$ cat src/rtl/decoder_pkg.sv
// decoder_pkg: shared types and helpers for scan_decoder.
//   state_t   - FSM states (IDLE, DIRECT, SCAN)
//   DWELL_W   - width of the dwell counter
//   onehot()  - decodes a code to a one-hot (or one-cold) vector of
//               MAX_OUT_W bits; callers keep the low 2**SEL_W bits.
package decoder_pkg;

    typedef enum logic [1:0] {
        IDLE   = 2'd0,
        DIRECT = 2'd1,
        SCAN   = 2'd2
    } state_t;

    localparam int DWELL_W   = 16;
    localparam int MAX_SEL_W = 8;
    localparam int MAX_OUT_W = 2 ** MAX_SEL_W;

    // A package function cannot depend on the instance's SEL_W, so it works
    // at the widest supported size and the caller slices down.
    function automatic logic [MAX_OUT_W-1:0] onehot(input logic [MAX_SEL_W-1:0] code,
                                                    input logic                 active_low);
        logic [MAX_OUT_W-1:0] v;
        v       = '0;
        v[code] = 1'b1;
        return active_low ? ~v : v;
    endfunction

endpackage

$ cat src/rtl/scan_counter.sv
// scan_counter: dwell counter plus code counter for the scan sequence.
//   clk, rst_n - clock, async active-low reset
//   clr        - load dwell and code to zero (scan entry / not scanning)
//   step       - advance dwell by one, code on dwell rollover
//   code_nxt   - code to be driven after the coming edge
//   wrap_nxt   - high when code_nxt is the 0 reached by wrapping from OUT_W-1
// Next-state values are exposed so the owner can register its outputs
// from them and keep out/cur_code/wrap aligned with the counter.
module scan_counter
    import decoder_pkg::*;
#(
    parameter int SEL_W = 3,
    parameter int DWELL = 4
) (
    input  logic             clk,
    input  logic             rst_n,
    input  logic             clr,
    input  logic             step,
    output logic [SEL_W-1:0] code_nxt,
    output logic             wrap_nxt
);

    localparam logic [DWELL_W-1:0] DWELL_MAX = DWELL_W'(DWELL - 1);
    localparam logic [SEL_W-1:0]   CODE_MAX  = '1;

    logic [DWELL_W-1:0] dwell_q, dwell_d;
    logic [SEL_W-1:0]   code_q;

    always_comb begin
        dwell_d  = dwell_q;
        code_nxt = code_q;
        wrap_nxt = 1'b0;
        if (clr) begin
            dwell_d  = '0;
            code_nxt = '0;
        end else if (step) begin
            if (dwell_q == DWELL_MAX) begin
                dwell_d  = '0;
                code_nxt = code_q + 1'b1;
                wrap_nxt = (code_q == CODE_MAX);
            end else begin
                dwell_d = dwell_q + 1'b1;
            end
        end
    end

    always_ff @(posedge clk or negedge rst_n) begin
        if (!rst_n) begin
            dwell_q <= '0;
            code_q  <= '0;
        end else begin
            dwell_q <= dwell_d;
            code_q  <= code_nxt;
        end
    end

endmodule

$ cat src/rtl/scan_decoder.sv
// scan_decoder: registered binary-to-one-hot decoder with direct
// (valid/ready) and autonomous scan modes.
//   clk, rst_n - clock, async active-low reset
//   en         - block enable; low forces IDLE with inactive out
//   mode       - 0 direct, 1 scan
//   in_valid / in_code / in_ready - direct-mode handshake
//   out        - registered one-hot (one-cold if ACTIVE_LOW) select
//   out_valid  - out holds a selected code
//   cur_code   - code currently driven on out
//   wrap       - one-cycle pulse on the first cycle code 0 returns in scan
module scan_decoder
    import decoder_pkg::*;
#(
    parameter int SEL_W      = 3,
    parameter int DWELL      = 4,
    parameter int ACTIVE_LOW = 0
) (
    input  logic                  clk,
    input  logic                  rst_n,
    input  logic                  en,
    input  logic                  mode,
    input  logic                  in_valid,
    input  logic [SEL_W-1:0]      in_code,
    output logic                  in_ready,
    output logic [2**SEL_W-1:0]   out,
    output logic                  out_valid,
    output logic [SEL_W-1:0]      cur_code,
    output logic                  wrap
);

    localparam int             OUT_W = 2 ** SEL_W;
    localparam logic [OUT_W-1:0] INACT = (ACTIVE_LOW != 0) ? '1 : '0;

    function automatic logic [OUT_W-1:0] dec(input logic [SEL_W-1:0] c);
        logic [MAX_OUT_W-1:0] full;
        full = onehot(MAX_SEL_W'(c), ACTIVE_LOW != 0);
        return full[OUT_W-1:0];
    endfunction

    state_t             state_q, state_d;
    logic [OUT_W-1:0]   out_d;
    logic               vld_d, wrap_d;
    logic [SEL_W-1:0]   code_d;
    logic               scanning;
    logic [SEL_W-1:0]   sc_code_nxt;
    logic               sc_wrap_nxt;

    assign in_ready = (state_q == DIRECT) && en && !mode;

    // Counter only runs while we stay in SCAN; anything else holds it at
    // zero, so scan entry (from IDLE or DIRECT) always restarts at code 0
    // with a full dwell and no wrap pulse.
    assign scanning = (state_q == SCAN) && en && mode;

    scan_counter #(
        .SEL_W (SEL_W),
        .DWELL (DWELL)
    ) u_cnt (
        .clk      (clk),
        .rst_n    (rst_n),
        .clr      (!scanning),
        .step     (scanning),
        .code_nxt (sc_code_nxt),
        .wrap_nxt (sc_wrap_nxt)
    );

    always_comb begin
        state_d = state_q;
        out_d   = out;
        vld_d   = out_valid;
        code_d  = cur_code;
        wrap_d  = 1'b0;
        if (!en) begin
            state_d = IDLE;
            out_d   = INACT;
            vld_d   = 1'b0;
        end else if (mode) begin
            state_d = SCAN;
            out_d   = dec(sc_code_nxt);
            vld_d   = 1'b1;
            code_d  = sc_code_nxt;
            wrap_d  = sc_wrap_nxt;
        end else begin
            // Entering DIRECT from SCAN keeps the last scanned select until
            // the first accept; from IDLE out stays inactive.
            state_d = DIRECT;
            if (in_valid && in_ready) begin
                out_d  = dec(in_code);
                vld_d  = 1'b1;
                code_d = in_code;
            end
        end
    end

    always_ff @(posedge clk or negedge rst_n) begin
        if (!rst_n) begin
            state_q   <= IDLE;
            out       <= INACT;
            out_valid <= 1'b0;
            cur_code  <= '0;
            wrap      <= 1'b0;
        end else begin
            state_q   <= state_d;
            out       <= out_d;
            out_valid <= vld_d;
            cur_code  <= code_d;
            wrap      <= wrap_d;
        end
    end

endmodule

$ cat config.mk
export PLATFORM = sky130hd
export DESIGN_NAME = scan_decoder
export DESIGN_NICKNAME = d
export VERILOG_FILES = /design/src/rtl/decoder_pkg.sv /design/src/rtl/scan_counter.sv /design/src/rtl/scan_decoder.sv
export SDC_FILE = /design/constraint.sdc
export NUM_CORES = 1
export LEC_CHECK = 0
export CORE_MARGIN = 2
export CORE_UTILIZATION = 39
export CTS_CLUSTER_DIAMETER = 40
export CTS_CLUSTER_SIZE = 30
export DETAILED_ROUTE_END_ITERATION = 7
export PLACE_DENSITY = 0.67
export SETUP_SLACK_MARGIN = 0.15
export SYNTH_ARGS = -nofsm -noshare
export SYNTH_HDL_FRONTEND = slang
export SYNTH_SLANG_ARGS = --single-unit
$ cat constraint.sdc
create_clock -name clk -period 3.6 [get_ports clk]
set_clock_uncertainty 0.15 [all_clocks]
set_input_delay 0.72 -clock clk [delete_from_list [all_inputs] [get_ports clk]]
set_output_delay 0.72 -clock clk [all_outputs]
set_load 0.02 [all_outputs]
==> results of run 1 <==
-- area by class of cell --
class	instances	area, um^2
fillers	389	2050
flip-flops and latches	34	851
multi-input cells	123	806
repair buffers	22	218
clock buffers	6	72.6
well taps	50	62.6
clock inverters	2	13.8
inverters	3	11.3
-- final timing paths --
path	slack [ns]	cells past startpoint	startpoint	end
max	0.44	4	mode	in_ready
min	0.31	1	u_cnt.dwell_q[0]	u_cnt.dwell_q[0]
max reg2reg	1.29	6	u_cnt.dwell_q[0]	out[4]
min reg2reg	0.31	1	u_cnt.dwell_q[0]	u_cnt.dwell_q[0]
max in group asynchronous	2.29	2	rst_n	wrap
min in group asynchronous	0.70	2	rst_n	u_cnt.dwell_q[7]
-- per-stage QoR --
stage | power, mW | std cells
4_1_cts | 0.739 | 240
3_5_place_dp | 0.462 | 232
6_report | 0.727 | 240
3_3_place_gp | 0.461 | 232
5_1_grt | 0.767 | 240
2_1_floorplan | 0.426 | 165
-- power groups by stage --
stage	Combinational, mW	Sequential (mW)	Clock [mW]
6_report	0.0604	0.394	0.272
2_1_floorplan	0.0169	0.409	0
5_1_grt	0.0669	0.394	0.305
4_1_cts	0.0615	0.394	0.284
3_5_place_dp	0.0613	0.401	0
3_3_place_gp	0.0598	0.401	0
-- cells by family (layout without fill, tap and decap cells) --
logic type / count (synthesis) / in the layout
multiplexers: 3 / 3
buffers and inverters: 8 / 33
flip-flops: 34 / 34
AO/OA/AOI/OAI: 24 / 24
AND/OR/NAND/NOR: 79 / 79
adder cells (fa/ha/maj): 3 / 3
XOR/XNOR: 14 / 14
-- sequential cells by signal, indices dropped and copies added, names as in the netlist --
name,flops
out,8
u_cnt.code_q,3
state_q,2
u_cnt.dwell_q,16
cur_code,3
out_valid,1
wrap,1
-- per-layer routing --
| layer | global-route usage | wire length, um | vias up | part of all wire |
|---|---|---|---|---|
| met5 | 0 | 0 | - | 0 |
| met3 | 0.0505 | 177 | 7 | 0.053 |
| met2 | 0.247 | 1580 | 36 | 0.47 |
| met4 | 0.0748 | 84 | 0 | 0.025 |
| met1 | 0.187 | 1510 | 605 | 0.45 |
| li1 | - | - | 626 | - |
-- cells in the final DEF (no fill, tap or decap), types with 3 or more instances in the layout --
master,count
ha_1,3
a21oi_1,9
xor2_1,10
nor3b_1,4
nor2_1,21
clkbuf_8,5
nand3_1,6
nor3_1,3
o21ai_1,3
clkdlybuf4s50_1,21
xnor2_1,4
nand2_1,20
dfrtp_1,34
o21ai_0,6
and4_1,4
-- worst register-to-register path: stages (launching register included) --
cell and delay [ns]:
dfrtp_1 0.37, ha_1 0.24, nor4b_2 0.26, nand4_2 0.38, and3b_2 0.37, o21ai_0 0.28, o21ai_0 0.14
==> flow_summary.ini, run 1 <==
[run_status]
status = finished clean

[clocking]
cts-root-buf = clkbuf_8
clkTransAtPathRegs_ns = 0.07
numCtsBuffers = 5
htree_levels = 2
clkLatencyLatePin_ns = 0.28
hold_buffers = 0
cts_resized = 0
post_cts_buffers = 0
cts_max_path_buffers = 2
cts.sinks = 34
cts_tree = built

[run]
maxCapViolations = 0

[timing]
worst_slack_ns = 0.441
hold_viol = 0
worstMarginPinSlew_ns = 0.696
setup_viol = 0
post-route-period-util = 0.877
rsz0062_at_grt = false
drv_slew = 0
max_freq_mhz = 317
tns_ns = 0
holdWs_ns = 0.307
period_minus_slack_ns = 3.16
max-slew-margin-rel = 0.534

[pwr]
power.share.sequential = 0.542
p_sw_mw = 0.175
powerDensity_nw_per_um2 = 357
leakagePower_nw = 0.871
power.share.clock = 0.375
p_comb_frac = 0.083
p_sw_frac = 0.241
p_int_mw = 0.551
peakVddDrop_v = 0.000210

[routing]
drtIter0Drc = 34
vias = 1274
post_drt_wl_per_cell_um = 14.0
drc = 0
ant_nets = 0
firstDrtPassIters = 4
via_per_inst = 5.31
routed_wl_um = 3350

[critical_path]
crit_path_frequent_cell = clkdlybuf4s50_1
critPathMaxStageDelay_ns = 0.63
crit_arrival_ns = 2.29
cp-start-kind = primary input
worstPathCellList = clkdlybuf4s50_1 -> nand2b_1 -> nor3b_1 -> clkdlybuf4s50_1
required_ns = 2.73
critPathTopFamily = buffers and inverters
end_kind = primary output
crit_slowest_cell = clkdlybuf4s50_1
criticalPathCategory = in -> out
cp_num_buf_inv = 2
path_max_fanout = 6

[finish]
area_growth_pct = 19.8
drive_gt1_frac = 0.111
fin_util = 0.498
nets = 200
final_area_um2 = 2030
n_antenna_cell = 0

[global_route]
grt_first_pass_wirelength_um = 6020
antenna_found_initial = 0
grt_max_degree = 35
grt_pass1_vias = 1326
gr-total-overflow = 0
grt_usage = 0.154

[synth]
synth-simple-area-share = 0.271
synth-compound-area-share = 0.0833
synth.top_cell.area_share = 0.501
ys_ff_latch = 34
synth_xor_area_frac = 0.0722
yosys_most_used_dff = dfrtp_1
synth_top_cells_by_area = dfrtp_1, xor2_1, nor2_1, nand2_1, a21oi_1
avgSynthCellArea_um2 = 10.3
synth_commonest_cells = dfrtp_1, nor2_1, nand2_1
yosysMostFrequentCell = dfrtp_1
syn-cell-area_um2 = 1700
synth_top_area_cell = dfrtp_1
yosysWarningCount = 0
synth_adder_area_share = 0.0221
synth-async-reset-ratio = 1.00
synth_enable_flop_cells = 0
ys_types = 41
synthMuxAreaShare = 0.0258
synthCells = 165
yosysSeqAreaShare = 0.501
syn-num-nets = 176
synth_top_family_by_area = simple AND/OR/NAND/NOR gates

[floorplan]
io_pins = 22
die_area_um2 = 4900
dieHeight_um = 70.0
rows = 23
die_w_um = 70.0
start_util = 0.415
core_um2 = 4090

[place]
place_area_um2 = 1950
pre_cts_ws_ns = 0.435
gp_congestion = 0.809
port_buffers = 21
dpl.hpwl_um = 2400

[min_path]
hold_path.class = reg -> reg
(Power assumes the default switching activity.)
==> run 2, diff against run 1 <==
PLACE_DENSITY = 0.69   (was 0.67)
clock period = 2.65 ns   (was 3.6 ns; I/O delays follow)
==> flow_summary.ini, run 2 (same netlist as run 1, synthesis figures left out) <==
[finish]
largest_register_ffs = 16
final_common_cell = dfrtp_1
area_growth_pct = 22.7
fin_util = 0.510
reg_top3 = u_cnt.dwell_q x16, out x8
nets = 206
drive_gt1_frac = 0.138
layout_common_cells = dfrtp_1, nor2_1, nand2_1, clkdlybuf4s50_1, xor2_1
largest-register = u_cnt.dwell_q
n_antenna_cell = 0
final_area_um2 = 2080

[global_route]
grt_usage = 0.154
grt_max_degree = 35
grt_first_pass_wirelength_um = 6180
antenna_found_initial = 0
grt_pass1_vias = 1400
gr-total-overflow = 0

[run]
maxCapViolations = 0

[routing]
vias = 1310
firstDrtPassIters = 4
post_drt_wl_per_cell_um = 13.9
drc = 0
via_per_inst = 5.33
ant_nets = 0
routed_wl_um = 3410
drtIter0Drc = 61

[pwr]
powerDensity_nw_per_um2 = 488
peakVddDrop_v = 0.000382
p_sw_frac = 0.235
leakagePower_nw = 0.907
power.share.clock = 0.388
p_int_mw = 0.778
power.share.sequential = 0.527
p_sw_mw = 0.239
p_comb_frac = 0.086

[floorplan]
rows = 23
io_pins = 22
start_util = 0.415
core_um2 = 4090
die_area_um2 = 4900
dieHeight_um = 70.0
die_w_um = 70.0

[clocking]
post_cts_buffers = 0
htree_levels = 2
numCtsBuffers = 5
cts-root-buf = clkbuf_8
cts.sinks = 34
clkTransAtPathRegs_ns = 0.07
clkLatencyLatePin_ns = 0.29
cts_max_path_buffers = 2
cts_tree = built

[place]
place_area_um2 = 1990
dpl.hpwl_um = 2440
gp_congestion = 0.819
pre_cts_ws_ns = 0.00195
port_buffers = 21

[timing]
tns_ns = 0
worstMarginPinSlew_ns = 0.435
period_minus_slack_ns = 2.34
setup_viol = 0
drv_slew = 0
post-route-period-util = 0.881
holdWs_ns = 0.300
rsz0062_at_grt = false
max_freq_mhz = 428
worst_slack_ns = 0.314
hold_viol = 0
max-slew-margin-rel = 0.710

[critical_path]
required_ns = 1.97
crit_slowest_cell = clkdlybuf4s50_1
critPathMaxStageDelay_ns = 0.41
worst_r2r_endpoint = cur_code[1]
timing.reg2reg.setup_slack_ns = 0.45
end_kind = primary output
criticalPathCategory = in -> out
worstRegToRegCells = 7
cp-start-kind = primary input
r2r-start = u_cnt.dwell_q[0]
path_max_fanout = 2
worstPathCellList = clkdlybuf4s50_1 -> nand2b_1 -> nor3b_1 -> dlygate4sd2_1
crit_arrival_ns = 1.66

[min_path]
hold_depth = 1
hold_path_end = u_cnt.dwell_q[0]
hold_path.class = reg -> reg
hp-start = u_cnt.dwell_q[0]

[run_status]
status = finished clean
[run 2: how the worst max path moves through the flow]
stage | start | to | depth (start not counted)
after floorplan | mode | in_ready | 2
after global placement | mode | in_ready | 4
after detailed placement | mode | in_ready | 4
after CTS | mode | in_ready | 4
after global routing | mode | in_ready | 4
final | mode | in_ready | 4
[run 2: power groups by stage]
stage | registers (mW) | clock network (mW) | logic [mW]
2_1_floorplan | 0.555 | 0 | 0.0230
3_3_place_gp | 0.545 | 0 | 0.0862
3_5_place_dp | 0.545 | 0 | 0.0887
4_1_cts | 0.535 | 0.404 | 0.0888
5_1_grt | 0.536 | 0.430 | 0.0962
6_report | 0.535 | 0.394 | 0.0872
[run 2: metrics by stage]
step,instances,total power [mW]
2_1_floorplan,165,0.578
3_3_place_gp,238,0.631
3_5_place_dp,238,0.634
4_1_cts,246,1.03
5_1_grt,246,1.06
6_report,246,1.02
[run 2: cell type report]
type                    count  area [um^2]
fillers                   379         2000
flip-flops and latches     34          851
multi-input cells         123          806
repair buffers             28          262
clock buffers               7         86.3
well taps                  50         62.6
inverters                   3         11.3
clock inverters             1         5.00
[run 2: critical path, delay by kind of cell]
family,cells,cell delay (ns)
buffers and inverters,2,0.77
and+or+nand+nor,2,0.36
[run 2: what timing repair did]
item	in CTS	in global routing
endpoints found under the hold margin	0	0
endpoints found under the setup margin	1	0
resized for setup	1	0
hold buffers	0	0
[run 2: per-layer routing]
layer,part of all wire,track usage,up-vias
li1,-,-,633
met1,0.45,0.188,640
met2,0.49,0.262,30
met3,0.047,0.0375,7
met4,0.012,0.0598,0
met5,0,0,-
==> run 3, diff against run 2 <==
ABC_AREA = 1   (was not set)
CORE_ASPECT_RATIO = 2   (was not set)
==> flow_summary.ini, run 3 <==
[run_status]
status = finished clean

[place]
dpl.hpwl_um = 3010
port_buffers = 21
place_area_um2 = 2140
gp_congestion = 0.828

[critical_path]
cp_num_buf_inv = 3
worstPathCellList = clkdlybuf4s50_1 -> inv_1 -> nand2_1 -> nor2_1 -> dlygate4sd2_1
critPathMaxStageDelay_ns = 0.41
worstRegToRegCells = 12
crit_arrival_ns = 1.59
path_max_fanout = 3
required_ns = 1.97
path_depth = 5
critPathTopFamily = buffers and inverters
crit_slowest_cell = clkdlybuf4s50_1
criticalPathCategory = in -> out
end_kind = primary output
cp-start-kind = primary input

[pwr]
leakagePower_nw = 1.05
powerDensity_nw_per_um2 = 504
peakVddDrop_v = 0.000330

[global_route]
grt_usage = 0.178
gr-total-overflow = 0
grt_first_pass_wirelength_um = 7000
grt_max_degree = 35
grt_pass1_vias = 1654
antenna_found_initial = 0

[clocking]
clkTransAtPathRegs_ns = 0.06
cts_max_path_buffers = 2
numCtsBuffers = 5
clkLatencyLatePin_ns = 0.29
cts_tree = built
cts.sinks = 34
cts-root-buf = clkbuf_8
hold_buffers = 0
htree_levels = 2

[synth]
synth.top_cell.area_share = 0.467
synth_commonest_cells = nand2_1, nor2_1, dfrtp_1
ys_types = 23
synth_top_area_cell = dfrtp_1
yosysMostFrequentCell = nand2_1
yosysSeqAreaShare = 0.467
synth_top_cells_by_area = dfrtp_1, nand2_1, nor2_1, inv_1, a21oi_1
synthCells = 232
ys_ff_latch = 34
synth-async-reset-ratio = 1.00
yosys_most_used_dff = dfrtp_1
syn-cell-area_um2 = 1820
avgSynthCellArea_um2 = 7.85
synth_enable_flop_cells = 0
syn-num-nets = 243
yosysWarningCount = 0

[finish]
final_area_um2 = 2240
largest_register_ffs = 16
final_common_cell = nand2_1
fin_util = 0.493
drive_gt1_frac = 0.124
largest-register = u_cnt.dwell_q
multi_input_area_um2 = 840
n_antenna_cell = 0
reg_top3 = u_cnt.dwell_q x16, out x8
nets = 276
fillCellCount = 458
regArea_um2 = 851
layout_common_cells = nand2_1, nor2_1, dfrtp_1, inv_1, clkdlybuf4s50_1
area_growth_pct = 23.1

[floorplan]
die_w_um = 52.3
start_util = 0.400
dieHeight_um = 101
io_pins = 22
rows = 35
core_um2 = 4550
die_area_um2 = 5270

[timing]
drv_slew = 0
period_minus_slack_ns = 2.27
tns_ns = 0
max_freq_mhz = 440
post-route-period-util = 0.857
max-slew-margin-rel = 0.709
worstMarginPinSlew_ns = 0.436
rsz0062_at_grt = false
setup_viol = 0
hold_viol = 0
holdWs_ns = 0.327

[min_path]
hold_depth = 1
hold_path.class = reg -> reg

[run]
maxCapViolations = 0

[routing]
drtIter0Drc = 31
routed_wl_um = 3950
drc = 0
via_per_inst = 4.86
post_drt_wl_per_cell_um = 12.3
ant_nets = 0
vias = 1559
firstDrtPassIters = 4
run 3: cell types whose count changed in the layout (fill, tap and decap cells not counted), moves of 3 or more:
cell,before,now
nor2_4,0,5
nor2_2,0,3
inv_1,2,33
nor3b_1,4,0
a21oi_1,9,19
nor2_1,21,39
nand2_2,0,3
o21ai_0,6,3
xor2_1,10,4
and4_1,4,0
nand3_1,6,14
xnor2_1,4,1
nand2_1,20,54
run 3: timing repair:
item,CTS,global route
setup endpoints to repair,1,0
buffers inserted,0,0
resized for setup,1,0
run 3: logic make-up (layout without fill, tap and decap cells):
logic type,Yosys count,after routing,share of synthesized area
compound gates,25,25,0.0728
xor+xnor,5,5,0.0240
fa+ha+maj,3,3,0.0206
buf+inv,35,69,0.0721
flops,34,34,0.467
simple gates,130,130,0.343
run 3: final timing paths:
path / from / to / slack, ns
worst max-delay path: mode / in_ready / 0.38
worst min-delay path: u_cnt.dwell_q[0] / u_cnt.dwell_q[0] / 0.33
worst max register to register: u_cnt.dwell_q[0] / out[0] / 0.72
worst min register to register: u_cnt.dwell_q[0] / u_cnt.dwell_q[0] / 0.33
max in group asynchronous: rst_n / u_cnt.dwell_q[14] / 1.53
min in group asynchronous: rst_n / cur_code[0] / 0.49
run 3: final cells by class:
cell class,instances,area share
multi-input combinational,163,0.374
tap,55,0.0307
clock buffer,7,0.0340
timing repair buffer,26,0.110
sequential,34,0.379
clock inverter,1,0.0134
inverter,35,0.0586
run 3: report_power, final:
group	switching (mW)	internal [mW]
logic	0.0672	0.0497
clock network	0.189	0.281
registers	0.00946	0.534
run 3: per-layer routing:
metal | share of wire | global-route usage | routed length (um)
met2 | 0.57 | 0.336 | 2270
met4 | 0.032 | 0.0907 | 128
met3 | 0.021 | 0.0267 | 81
met1 | 0.37 | 0.177 | 1470
met5 | 0 | 0 | 0
run 3: through the flow:
step	total power, mW	cells	setup WS [ns]
after floorplan	0.604	232	0.741
after global placement	0.671	313	0.116
after detailed placement	0.671	313	0.100
after CTS	1.14	321	0.369
after global routing	1.18	321	0.291
final	1.13	321	0.378
